<file path="src/rtl/spi_frame_if.sv">
// SPI pin bundle plus the decoded frame outputs of spi_frame_receiver.
interface spi_frame_if;
  logic       sck;
  logic       sdi;
  logic       cs_n;
  logic [7:0] command;
  logic [7:0] databyte1;
  logic [7:0] databyte2;
  logic       spi_done;
  logic       frame_error;
  logic       busy;

  modport master (
    output sck, sdi, cs_n,
    input  command, databyte1, databyte2, spi_done, frame_error, busy
  );
  modport slave (
    input  sck, sdi, cs_n,
    output command, databyte1, databyte2, spi_done, frame_error, busy
  );
endinterface

</file>
<file path="src/rtl/spi_frame_receiver.sv">
// SPI mode-0 slave: synchronises sck/sdi/cs_n into clk and deserialises each
// cs_n-framed transaction into command/databyte1/databyte2; bad frames are dropped.
module spi_frame_receiver #(
  parameter int SYNC_STAGES = 2,
  parameter int FRAME_BITS  = 24
) (
  input  logic         clk,
  input  logic         reset,
  spi_frame_if.slave   bus
);
  localparam logic [4:0] CNT_FULL = 5'(FRAME_BITS);
  localparam logic [4:0] CNT_SAT  = 5'(FRAME_BITS + 1);

  typedef enum logic {IDLE, RECV} state_e;

  logic [SYNC_STAGES-1:0] sck_sync_q, sdi_sync_q, cs_sync_q;
  logic [SYNC_STAGES-1:0] sck_sync_d, sdi_sync_d, cs_sync_d;
  logic                   sck_prev_q, cs_prev_q;
  logic                   sck_s, sdi_s, cs_s;
  logic                   sck_rise, cs_rise, cs_fall;

  state_e                 state_q, state_d;
  logic [FRAME_BITS-1:0]  shift_q, shift_d;
  logic [4:0]             cnt_q, cnt_d;
  logic                   eval_q, eval_d;
  logic [7:0]             command_q, command_d;
  logic [7:0]             databyte1_q, databyte1_d;
  logic [7:0]             databyte2_q, databyte2_d;
  logic                   spi_done_q, spi_done_d;
  logic                   frame_error_q, frame_error_d;
  logic                   busy_q, busy_d;

  assign sck_sync_d = {sck_sync_q[SYNC_STAGES-2:0], bus.sck};
  assign sdi_sync_d = {sdi_sync_q[SYNC_STAGES-2:0], bus.sdi};
  assign cs_sync_d  = {cs_sync_q[SYNC_STAGES-2:0],  bus.cs_n};

  assign sck_s    = sck_sync_q[SYNC_STAGES-1];
  assign sdi_s    = sdi_sync_q[SYNC_STAGES-1];
  assign cs_s     = cs_sync_q[SYNC_STAGES-1];
  assign sck_rise = sck_s & ~sck_prev_q;
  assign cs_rise  = cs_s & ~cs_prev_q;
  assign cs_fall  = ~cs_s & cs_prev_q;

  always_comb begin
    state_d       = state_q;
    shift_d       = shift_q;
    cnt_d         = cnt_q;
    eval_d        = 1'b0;
    command_d     = command_q;
    databyte1_d   = databyte1_q;
    databyte2_d   = databyte2_q;
    spi_done_d    = 1'b0;
    frame_error_d = 1'b0;

    // Frame verdict lands one cycle after the cs_n rise took us back to IDLE.
    if (eval_q) begin
      if (cnt_q == CNT_FULL) begin
        command_d   = shift_q[23:16];
        databyte1_d = shift_q[15:8];
        databyte2_d = shift_q[7:0];
        spi_done_d  = 1'b1;
      end else begin
        frame_error_d = 1'b1;
      end
    end

    case (state_q)
      IDLE: begin
        if (cs_fall) begin
          shift_d = '0;
          cnt_d   = '0;
          state_d = RECV;
        end
      end
      RECV: begin
        if (cs_rise) begin
          state_d = IDLE;
          eval_d  = 1'b1;
        end else if (cs_fall) begin
          shift_d = '0;
          cnt_d   = '0;
        end else if (sck_rise && !cs_s) begin
          shift_d = {shift_q[FRAME_BITS-2:0], sdi_s};
          if (cnt_q != CNT_SAT) cnt_d = cnt_q + 5'd1;
        end
      end
      default: state_d = IDLE;
    endcase

    busy_d = (state_d == RECV);
  end

  always_ff @(posedge clk or posedge reset) begin
    if (reset) begin
      sck_sync_q    <= '0;
      sdi_sync_q    <= '0;
      cs_sync_q     <= '1;
      sck_prev_q    <= 1'b0;
      cs_prev_q     <= 1'b1;
      state_q       <= IDLE;
      shift_q       <= '0;
      cnt_q         <= '0;
      eval_q        <= 1'b0;
      command_q     <= '0;
      databyte1_q   <= '0;
      databyte2_q   <= '0;
      spi_done_q    <= 1'b0;
      frame_error_q <= 1'b0;
      busy_q        <= 1'b0;
    end else begin
      sck_sync_q    <= sck_sync_d;
      sdi_sync_q    <= sdi_sync_d;
      cs_sync_q     <= cs_sync_d;
      sck_prev_q    <= sck_s;
      cs_prev_q     <= cs_s;
      state_q       <= state_d;
      shift_q       <= shift_d;
      cnt_q         <= cnt_d;
      eval_q        <= eval_d;
      command_q     <= command_d;
      databyte1_q   <= databyte1_d;
      databyte2_q   <= databyte2_d;
      spi_done_q    <= spi_done_d;
      frame_error_q <= frame_error_d;
      busy_q        <= busy_d;
    end
  end

  assign bus.command     = command_q;
  assign bus.databyte1   = databyte1_q;
  assign bus.databyte2   = databyte2_q;
  assign bus.spi_done    = spi_done_q;
  assign bus.frame_error = frame_error_q;
  assign bus.busy        = busy_q;
endmodule

</file>
<file path="src/flat_wrapper.sv">
// flat-port wrapper written by rule: the top's interface ports become plain ports
module spi_frame_receiver_flat 
#(
  parameter int SYNC_STAGES = 2,
  parameter int FRAME_BITS  = 24
)
  (clk, reset, bus_sck, bus_sdi, bus_cs_n, bus_command, bus_databyte1, bus_databyte2, bus_spi_done, bus_frame_error, bus_busy);
  spi_frame_if bus_i ();
  input  logic clk;
  input  logic reset;
  input wire logic [$bits(bus_i.sck)-1:0] bus_sck;
  input wire logic [$bits(bus_i.sdi)-1:0] bus_sdi;
  input wire logic [$bits(bus_i.cs_n)-1:0] bus_cs_n;
  output wire logic [$bits(bus_i.command)-1:0] bus_command;
  output wire logic [$bits(bus_i.databyte1)-1:0] bus_databyte1;
  output wire logic [$bits(bus_i.databyte2)-1:0] bus_databyte2;
  output wire logic [$bits(bus_i.spi_done)-1:0] bus_spi_done;
  output wire logic [$bits(bus_i.frame_error)-1:0] bus_frame_error;
  output wire logic [$bits(bus_i.busy)-1:0] bus_busy;
  assign bus_i.sck = bus_sck;
  assign bus_i.sdi = bus_sdi;
  assign bus_i.cs_n = bus_cs_n;
  assign bus_command = bus_i.command;
  assign bus_databyte1 = bus_i.databyte1;
  assign bus_databyte2 = bus_i.databyte2;
  assign bus_spi_done = bus_i.spi_done;
  assign bus_frame_error = bus_i.frame_error;
  assign bus_busy = bus_i.busy;
  spi_frame_receiver #(.SYNC_STAGES(SYNC_STAGES), .FRAME_BITS(FRAME_BITS)) u_core (.clk(clk), .reset(reset), .bus(bus_i));
endmodule
</file>
<file path="config.mk">
export PLATFORM = sky130hd
export DESIGN_NAME = spi_frame_receiver_flat
export DESIGN_NICKNAME = d
export VERILOG_FILES = /design/src/rtl/spi_frame_if.sv /design/src/rtl/spi_frame_receiver.sv /design/src/flat_wrapper.sv
export SDC_FILE = /design/constraint.sdc
export NUM_CORES = 1
export LEC_CHECK = 0
export ABC_CLOCK_PERIOD_IN_PS = 3300
export CORE_MARGIN = 3
export CORE_UTILIZATION = 46
export CTS_BUF_LIST = sky130_fd_sc_hd__clkbuf_16
export DETAILED_ROUTE_END_ITERATION = 6
export PLACE_DENSITY = 0.68
export SKIP_CTS_REPAIR_TIMING = 1
export SYNTH_ARGS = -nofsm -noshare
export SYNTH_HDL_FRONTEND = slang
export SYNTH_SLANG_ARGS = --single-unit
</file>
<file path="constraint.sdc">
create_clock -name clk -period 3.3 [get_ports clk]
set_clock_uncertainty 0.15 [all_clocks]
set_input_delay 0.33 -clock clk [delete_from_list [all_inputs] [get_ports clk]]
set_output_delay 0.33 -clock clk [all_outputs]
set_load 0.005 [all_outputs]
</file>
==> tab_implementation.tex, run 1 <==
\begin{tabular}{lr}
\hline
Metric & Value \\
\hline
\multicolumn{2}{l}{\textbf{Outcome}} \\
\quad Result of the run & complete, no violations \\
\multicolumn{2}{l}{\textbf{Timing}} \\
\quad Transition time at the pin with the least slew margin & around 0.91 ns \\
\quad Final critical path time including I/O delays and setup & roughly 2 ns \\
\quad Max-slew headroom at the worst pin & 39.00\% \\
\quad Post-route clock period utilization & slightly below 60\% \\
\quad Setup-violating endpoint count in the final report & 0 \\
\quad Peak Freq & a little over 500 MHz \\
\quad Max-slew violations & 0 \\
\quad RSZ-0062 raised after global routing & false \\
\quad Hold violation count in the final report & 0 \\
\quad Post-Route Setup TNS & 0 ns \\
\multicolumn{2}{l}{\textbf{Floorplan}} \\
\quad Initial core utilization & between 40 and 50\% \\
\quad Io pins & 32 \\
\quad Die Span X & slightly below 80 um \\
\quad Num rows & 26 \\
\quad Floorplan Core Area & about 5100 um2 \\
\quad Vertical extent of the die & roughly 80 um \\
\quad Die footprint & $\sim$6300 um2 \\
\multicolumn{2}{l}{\textbf{Setup path}} \\
\quad Kind of start point of the critical path & flop \\
\quad Worst Path Arrival & 2.06 ns \\
\quad Endpoint required time on the critical path & roughly 3.4 ns \\
\quad Critical path class & flop to flop \\
\quad CP Max Fanout & 24 \\
\quad CP endpoint kind & flop \\
\quad Origin of the critical flop-to-flop path & u\_core.state\_q \\
\quad Start point of the critical path & u\_core.state\_q \\
\multicolumn{2}{l}{\textbf{Routing}} \\
\quad Detail Route Antenna Nets & 0 \\
\quad Vias per std cell & $\sim$5.2 \\
\quad Iteration-0 DRC count of the detailed router & slightly above 80 \\
\quad Sum of routed wire length over all layers & 4029 um \\
\quad Number of vias in the routed layout & around 1400 \\
\quad DRC & 0 \\
\quad Routed len/inst & approximately 15 um \\
\quad First-pass detailed-route iteration total & 4 \\
\multicolumn{2}{l}{\textbf{Synth}} \\
\quad Count of mapped cells out of synthesis & between 150 and 200 \\
\quad Total standard cell area after synthesis & around 2500 um2 \\
\quad Synthesized-area fraction occupied by adder cells & under 10\% \\
\quad Xor and xnor area share after synthesis & 0\% \\
\quad Proportion of synthesized area in mux cells & between 10\% and 20\% \\
\quad Synth Net Count & 167 \\
\quad Unique masters post-synth & 31 \\
\quad Simple-gate portion of the synthesized area & 6.680\% \\
\quad Avg Inst Size Synth & about 16 um2 \\
\quad \#FFs+latches synth & 65 \\
\quad Yosys Warn Count & 0 \\
\quad Dominant combinational cell family by area after synthesis & multiplexers \\
\quad Complex-gate fraction of the synthesized area & between 10\% and 20\% \\
\quad Sequential cell area fraction in the yosys report & roughly two thirds \\
\multicolumn{2}{l}{\textbf{Cells and area}} \\
\quad Final design utilization & between 50\% and 60\% \\
\quad Nets & roughly 200 \\
\quad Post-route design area & between 3000 and 4000 um2 \\
\quad Diode insertion count for antenna repair & 0 \\
\quad Number of fillers in the final layout & roughly 430 \\
\quad Most frequent standard cell in the layout excluding fill and tap cells & dfrtp\_1 \\
\quad Layout cell share with drive strength beyond 1 & 12.12\% \\
\quad Highest-count cells in the layout ignoring fill and taps & dfrtp\_1, clkdlybuf4s50\_1, a22o\_1 \\
\quad Synth-to-Final Area Change & 24.54\% \\
\multicolumn{2}{l}{\textbf{Flow run}} \\
\quad \# Max-Cap Violations & 0 \\
\multicolumn{2}{l}{\textbf{Global routing}} \\
\quad Remaining Overflow, GRT & 0 \\
\quad GRT Resource Usage Total & 14.89\% \\
\quad Pin count of the biggest net entering global routing & 66 \\
\quad Number of antenna violations at the first check in global routing & 0 \\
\quad Global-route wire length before repair & 6996 um \\
\quad Via count of the first global-routing pass & around 1400 \\
\multicolumn{2}{l}{\textbf{Clocking}} \\
\quad Clock tree from TritonCTS & done \\
\quad Clock sink count & 65 \\
\quad Worst-path clk slew & approximately 0.050 ns \\
\quad Number of clock buffers inserted by TritonCTS & 9 \\
\quad Clock root buffer & clkbuf\_16 \\
\quad Clock latency reported for the late side of the worst-skew pair & approximately 0.31 ns \\
\quad H-tree levels & 3 \\
\quad Number of buffers on the longest clock path & 2 \\
\multicolumn{2}{l}{\textbf{Pwr}} \\
\quad Switching Share & 19.77\% \\
\quad Combinational power share & 3.1\% \\
\quad Peak supply drop & 0.0003154 V \\
\quad Standby leakage power & around 1.5 nW \\
\quad Internal power summed over all cells & $\sim$1.3 mW \\
\quad Total net switching power & between 300 and 400 uW \\
\quad Share of power burned in registers & 50.1\% \\
\quad Clock share of power & 46.7\% \\
\quad Power density over the cells & roughly 530 nW/um2 \\
\multicolumn{2}{l}{\textbf{Placement}} \\
\quad Port bufs & 31 \\
\quad Area after detailed placement & between 2000 and 3000 um2 \\
\quad Global placement routability congestion & just over 0.8 \\
\quad DPL Wire Length & roughly 2600 um \\
\multicolumn{2}{l}{\textbf{Min path}} \\
\quad Startpoint of the lowest-slack hold path & u\_core.sdi\_sync\_q[0] \\
\quad Type of the worst min-delay path & flop to flop \\
\hline
\end{tabular}
## metrics by stage
step | hold slack, ns | power, mW | worst slack (ns) | instances
after floorplan | 0.1812 | 0.8635 | 1.199 | 159
after global placement | 0.1835 | 0.8813 | 1.451 | 255
after detailed placement | 0.1896 | 0.8847 | 1.344 | 255
after CTS | 0.2028 | 1.655 | 1.315 | 268
after global routing | 0.2122 | 1.704 | 1.207 | 268
final | 0.1985 | 1.635 | 1.339 | 268
## layout make-up
| cell class | instances | area (um2) | share of cell area (%) |
|---|---|---|---|
| multi-input combinational | 81 | 760.7 | 24.71 |
| timing repair buffer | 33 | 337.8 | 10.97 |
| inverter | 6 | 22.52 | 0.7314 |
| clock inverter | 4 | 15.01 | 0.4876 |
| clock buffer | 9 | 225.2 | 7.314 |
| sequential | 65 | 1630 | 52.95 |
| tap | 70 | 87.58 | 2.844 |
## cells by family after synthesis
logic type | Yosys count
buf+inv | 13
compound gates | 33
flops | 65
mux | 25
fa+ha+maj | 4
simple gates | 19
## power by group through the flow
stage                     Combinational [mW]  Sequential, mW  Clock, mW
after CTS                             0.0527           0.820      0.782
after floorplan                       0.0342           0.829          0
after global placement                0.0499           0.831          0
after global routing                  0.0579           0.821      0.825
final                                 0.0509           0.820      0.764
after detailed placement              0.0523           0.832          0
## routing by layer
| metal | routed length (um) | global-route usage (%) | part of all wire [%] |
|---|---|---|---|
| met1 | 1844 | 19.61 | 46 |
| met2 | 1970 | 22.81 | 49 |
| met3 | 177 | 4.422 | 4.4 |
| met4 | 38 | 6.701 | 0.94 |
| met5 | 0 | 0 | 0 |
## synthesized netlist by cell type, drive strengths merged
master	n	share of area (%)
and4b	1	0.40
dfrtp	62	63
inv	6	0.91
nand4	1	0.86
maj3	1	0.40
mux2	25	11
a2bb2oi	1	0.35
and2b	1	0.30
or4	1	0.30
a22o	25	8.9
nor3	1	0.20
nand3	2	0.40
nand4bb	1	1.1
a21oi	2	0.40
a31oi	1	0.25
buf	6	2.2
dfstp	3	3.2
nor2	1	0.15
or3	2	0.51
clkbuf	1	0.15
nand2	2	0.30
nor3b	1	0.76
a21o	1	0.30
ha	3	1.5
nor2b	3	0.76
nor4	1	0.25
and3b	1	0.35
o21ai	3	0.61
## registers in the layout, indices dropped and copies added (netlist names)
signal                  count
u_core.bus.frame_error      1
u_core.eval_q               1
u_core.cs_sync_q            2
u_core.state_q              1
u_core.bus.spi_done         1
u_core.cnt_q                5
u_core.sdi_sync_q           2
u_core.sck_prev_q           1
u_core.bus.databyte1        8
u_core.sck_sync_q           2
u_core.bus.databyte2        8
u_core.bus.command          8
u_core.shift_q             24
u_core.cs_prev_q            1
## worst paths after layout
kind                       cells past startpoint              endpoint  slack [ns]
max                                            3     u_core.shift_q[0]        1.34
min reg2reg                                    0  u_core.sdi_sync_q[1]        0.20
max in group asynchronous                      3      u_core.cs_prev_q        2.45
min                                            0  u_core.sdi_sync_q[1]        0.20
min in group asynchronous                      3       u_core.cnt_q[1]        0.24
max reg2reg                                    3     u_core.shift_q[0]        1.34
## worst max-delay path: stages (launching register included)
cell     delay, ns
dfrtp_1       0.46
and3b_1       0.22
nor3b_4       0.77
a22o_1        0.29
Note: power is estimated with default switching activity, not from simulation.
==> run 2, diff against run 1 <==
--- a/config.mk
+++ b/config.mk
@@ -5,7 +5,7 @@
 export SDC_FILE = /design/constraint.sdc
 export NUM_CORES = 1
 export LEC_CHECK = 0
-export ABC_CLOCK_PERIOD_IN_PS = 3300
+export ABC_CLOCK_PERIOD_IN_PS = 1970
 export CORE_MARGIN = 3
 export CORE_UTILIZATION = 46
 export CTS_BUF_LIST = sky130_fd_sc_hd__clkbuf_16
==> constraint.sdc (replaced) <==
create_clock -name clk -period 1.97 [get_ports clk]
set_clock_uncertainty 0.15 [all_clocks]
set_input_delay 0.197 -clock clk [delete_from_list [all_inputs] [get_ports clk]]
set_output_delay 0.197 -clock clk [all_outputs]
set_load 0.005 [all_outputs]
==> tab_implementation.tex, run 2 (synthesis gave the netlist of run 1 again) <==
\begin{tabular}{lr}
\hline
Metric & Value \\
\hline
\multicolumn{2}{l}{\textbf{Outcome}} \\
\quad Result of the run & complete, no violations \\
\multicolumn{2}{l}{\textbf{Setup path}} \\
\quad Critical path class & flop to flop \\
\quad List of cells traversed by the critical path & and3b\_1 -> nor3b\_2 -> a22o\_1 \\
\quad Origin of the critical flop-to-flop path & u\_core.sck\_prev\_q \\
\quad Highest cell delay on the worst timing path & between 0.7 and 0.8 ns \\
\quad Endpoint required time on the critical path & approximately 2.1 ns \\
\quad Worst reg-to-reg path cell count & 3 \\
\quad Setup slack of the most critical reg-to-reg path & around 0.095 ns \\
\quad CP endpoint kind & flop \\
\quad CP Max Fanout & 12 \\
\quad Worst Path Arrival & between 1.5 and 2 ns \\
\quad Library cell contributing the largest single delay on the critical path & nor3b\_2 \\
\quad Kind of start point of the critical path & flop \\
\quad Crit Reg-Reg Endpoint & u\_core.shift\_q[18] \\
\multicolumn{2}{l}{\textbf{Timing}} \\
\quad Max-slew headroom at the worst pin & 42.78\% \\
\quad Transition time at the pin with the least slew margin & 0.8545 ns \\
\quad Setup-violating endpoint count in the final report & 0 \\
\quad RSZ-0062 raised after global routing & false \\
\quad Post-route clock period utilization & 95.16\% \\
\quad Peak Freq & about 530 MHz \\
\quad Hold WS & about 0.12 ns \\
\quad Final worst-path setup slack & around 0.095 ns \\
\quad Final critical path time including I/O delays and setup & approximately 1.9 ns \\
\quad Max-slew violations & 0 \\
\quad Hold violation count in the final report & 0 \\
\quad Post-Route Setup TNS & 0 ns \\
\multicolumn{2}{l}{\textbf{Routing}} \\
\quad DRC & 0 \\
\quad Detail Route Antenna Nets & 0 \\
\quad Routed len/inst & roughly 17 um \\
\quad Iteration-0 DRC count of the detailed router & 79 \\
\quad First-pass detailed-route iteration total & 4 \\
\quad Sum of routed wire length over all layers & roughly 4500 um \\
\quad Number of vias in the routed layout & approximately 1500 \\
\quad Vias per std cell & 5.420 \\
\multicolumn{2}{l}{\textbf{Clocking}} \\
\quad H-tree levels & 3 \\
\quad Clock tree from TritonCTS & done \\
\quad Worst-path clk slew & about 0.050 ns \\
\quad Clock latency reported for the late side of the worst-skew pair & a little over 0.3 ns \\
\quad Clock root buffer & clkbuf\_16 \\
\quad Number of buffers on the longest clock path & 2 \\
\quad Number of clock buffers inserted by TritonCTS & 9 \\
\quad Clock sink count & 65 \\
\multicolumn{2}{l}{\textbf{Pwr}} \\
\quad Standby leakage power & between 1.5 and 2 nW \\
\quad Internal power summed over all cells & $\sim$2.5 mW \\
\quad Share of power burned in registers & $\sim$44\% \\
\quad Combinational power share & under 10\% \\
\quad Switching Share & about a fifth \\
\quad Clock share of power & between 50 and 60\% \\
\quad Power density over the cells & between 900 and 1000 nW/um2 \\
\quad Total design power & $\sim$3.1 mW \\
\quad Peak supply drop & about 0.00063 V \\
\quad Total net switching power & roughly 600 uW \\
\multicolumn{2}{l}{\textbf{Global routing}} \\
\quad Via count of the first global-routing pass & between 1500 and 2000 \\
\quad Number of antenna violations at the first check in global routing & 0 \\
\quad Most congested layer reported by global routing & met2 \\
\quad GRT Resource Usage Total & 15.26\% \\
\quad Routing usage on met2 & a little under a quarter \\
\quad Met3 layer usage reported by global route & around 3.6\% \\
\quad Remaining Overflow, GRT & 0 \\
\quad Global-route wire length before repair & around 7300 um \\
\quad Met1 routing resource usage after global routing & 20.18\% \\
\quad Pin count of the biggest net entering global routing & 66 \\
\multicolumn{2}{l}{\textbf{Cells and area}} \\
\quad Number of fillers in the final layout & 437 \\
\quad Highest-count cells in the layout ignoring fill and taps & dfrtp\_1, clkdlybuf4s50\_1, a22o\_1 \\
\quad Largest register by flop count & u\_core.shift\_q \\
\quad Layout cell share with drive strength beyond 1 & between 10\% and 20\% \\
\quad Most frequent standard cell in the layout excluding fill and tap cells & dfrtp\_1 \\
\quad Flip-flop count of the largest register after layout & 24 \\
\quad Final design utilization & 62.07\% \\
\quad Diode insertion count for antenna repair & 0 \\
\quad Nets & a little over 200 \\
\quad Area occupied by multi-input gates & 794.5 um2 \\
\quad Synth-to-Final Area Change & 29.05\% \\
\quad Reg area & roughly 1600 um2 \\
\multicolumn{2}{l}{\textbf{Flow run}} \\
\quad \# Max-Cap Violations & 0 \\
\multicolumn{2}{l}{\textbf{Min path}} \\
\quad Type of the worst min-delay path & input pin to async pin \\
\multicolumn{2}{l}{\textbf{Floorplan}} \\
\quad Io pins & 32 \\
\quad Vertical extent of the die & 79.31 um \\
\quad Floorplan Core Area & 5140 um2 \\
\quad Die Span X & just under 80 um \\
\quad Num rows & 26 \\
\quad Die footprint & between 6000 and 7000 um2 \\
\quad Initial core utilization & roughly half \\
\multicolumn{2}{l}{\textbf{Placement}} \\
\quad DPL Wire Length & approximately 2600 um \\
\quad Global placement routability congestion & roughly 0.79 \\
\quad Placement-stage worst setup slack & $\sim$0.06 ns \\
\quad Port bufs & 31 \\
\hline
\end{tabular}
run 2: final cells by class:
cell class / count / share of cell area [%]
Clock buffer: 9 / 7.059
Clock inverter: 7 / 2.667
Multi-Input combinational cell: 83 / 24.90
Inverter: 6 / 0.7059
Tap cell: 70 / 2.745
Sequential cell: 65 / 51.10
Timing Repair Buffer: 34 / 10.82
run 2: worst max-delay path: cells and delay by family, from the launching register on:
family             cells  cell delay [ns]
AOI/OAI and AO/OA      1             0.26
and+or+nand+nor        2             1.02
DFF                    1             0.38
run 2: stage by stage:
| stage | cells | cell area [um2] |
|---|---|---|
| after floorplan | 159 | 2472 |
| after global placement | 256 | 2846 |
| after detailed placement | 256 | 2846 |
| after CTS | 272 | 3157 |
| after global routing | 274 | 3191 |
| final | 274 | 3191 |
run 2: worst max-delay path by stage:
stage / endpoint / slack, ns / cells past startpoint / startpoint
detailed placement: u_core.bus.command[3] / 0.06 / 4 / u_core.cnt_q[0]
finish: u_core.shift_q[18] / 0.1 / 3 / u_core.sck_prev_q
floorplan: u_core.bus.command[0] / 0.002 / 1 / reset
global placement: u_core.shift_q[17] / 0.09 / 3 / u_core.sck_sync_q[1]
CTS: u_core.bus.command[3] / 0.05 / 4 / u_core.cnt_q[0]
global route: u_core.shift_q[3] / 0.001 / 3 / u_core.sck_sync_q[1]
run 2: per-layer routing:
metal	routed length [um]	up-vias
li1	-	671
met1	2038	770
met2	2210	36
met3	199	8
met4	76	0
met5	0	-
run 2: power by group through the flow:
| stage | Clock (mW) | Sequential [mW] | Combinational, mW |
|---|---|---|---|
| 6_report | 1.62 | 1.37 | 0.0963 |
| 5_1_grt | 1.74 | 1.37 | 0.108 |
| 4_1_cts | 1.66 | 1.37 | 0.0951 |
| 3_5_place_dp | 0 | 1.39 | 0.0946 |
| 3_3_place_gp | 0 | 1.39 | 0.0927 |
| 2_1_floorplan | 0 | 1.39 | 0.0573 |
==> run 3, diff against run 2 <==
--- a/config.mk
+++ b/config.mk
@@ -12,6 +12,7 @@
 export DETAILED_ROUTE_END_ITERATION = 6
 export PLACE_DENSITY = 0.68
 export SKIP_CTS_REPAIR_TIMING = 1
+export SKIP_LAST_GASP = 1
 export SYNTH_ARGS = -nofsm -noshare
 export SYNTH_HDL_FRONTEND = slang
 export SYNTH_SLANG_ARGS = --single-unit
==> results of run 3 <==
No change in the layout: final DEF, timing and power equal those of run 2.
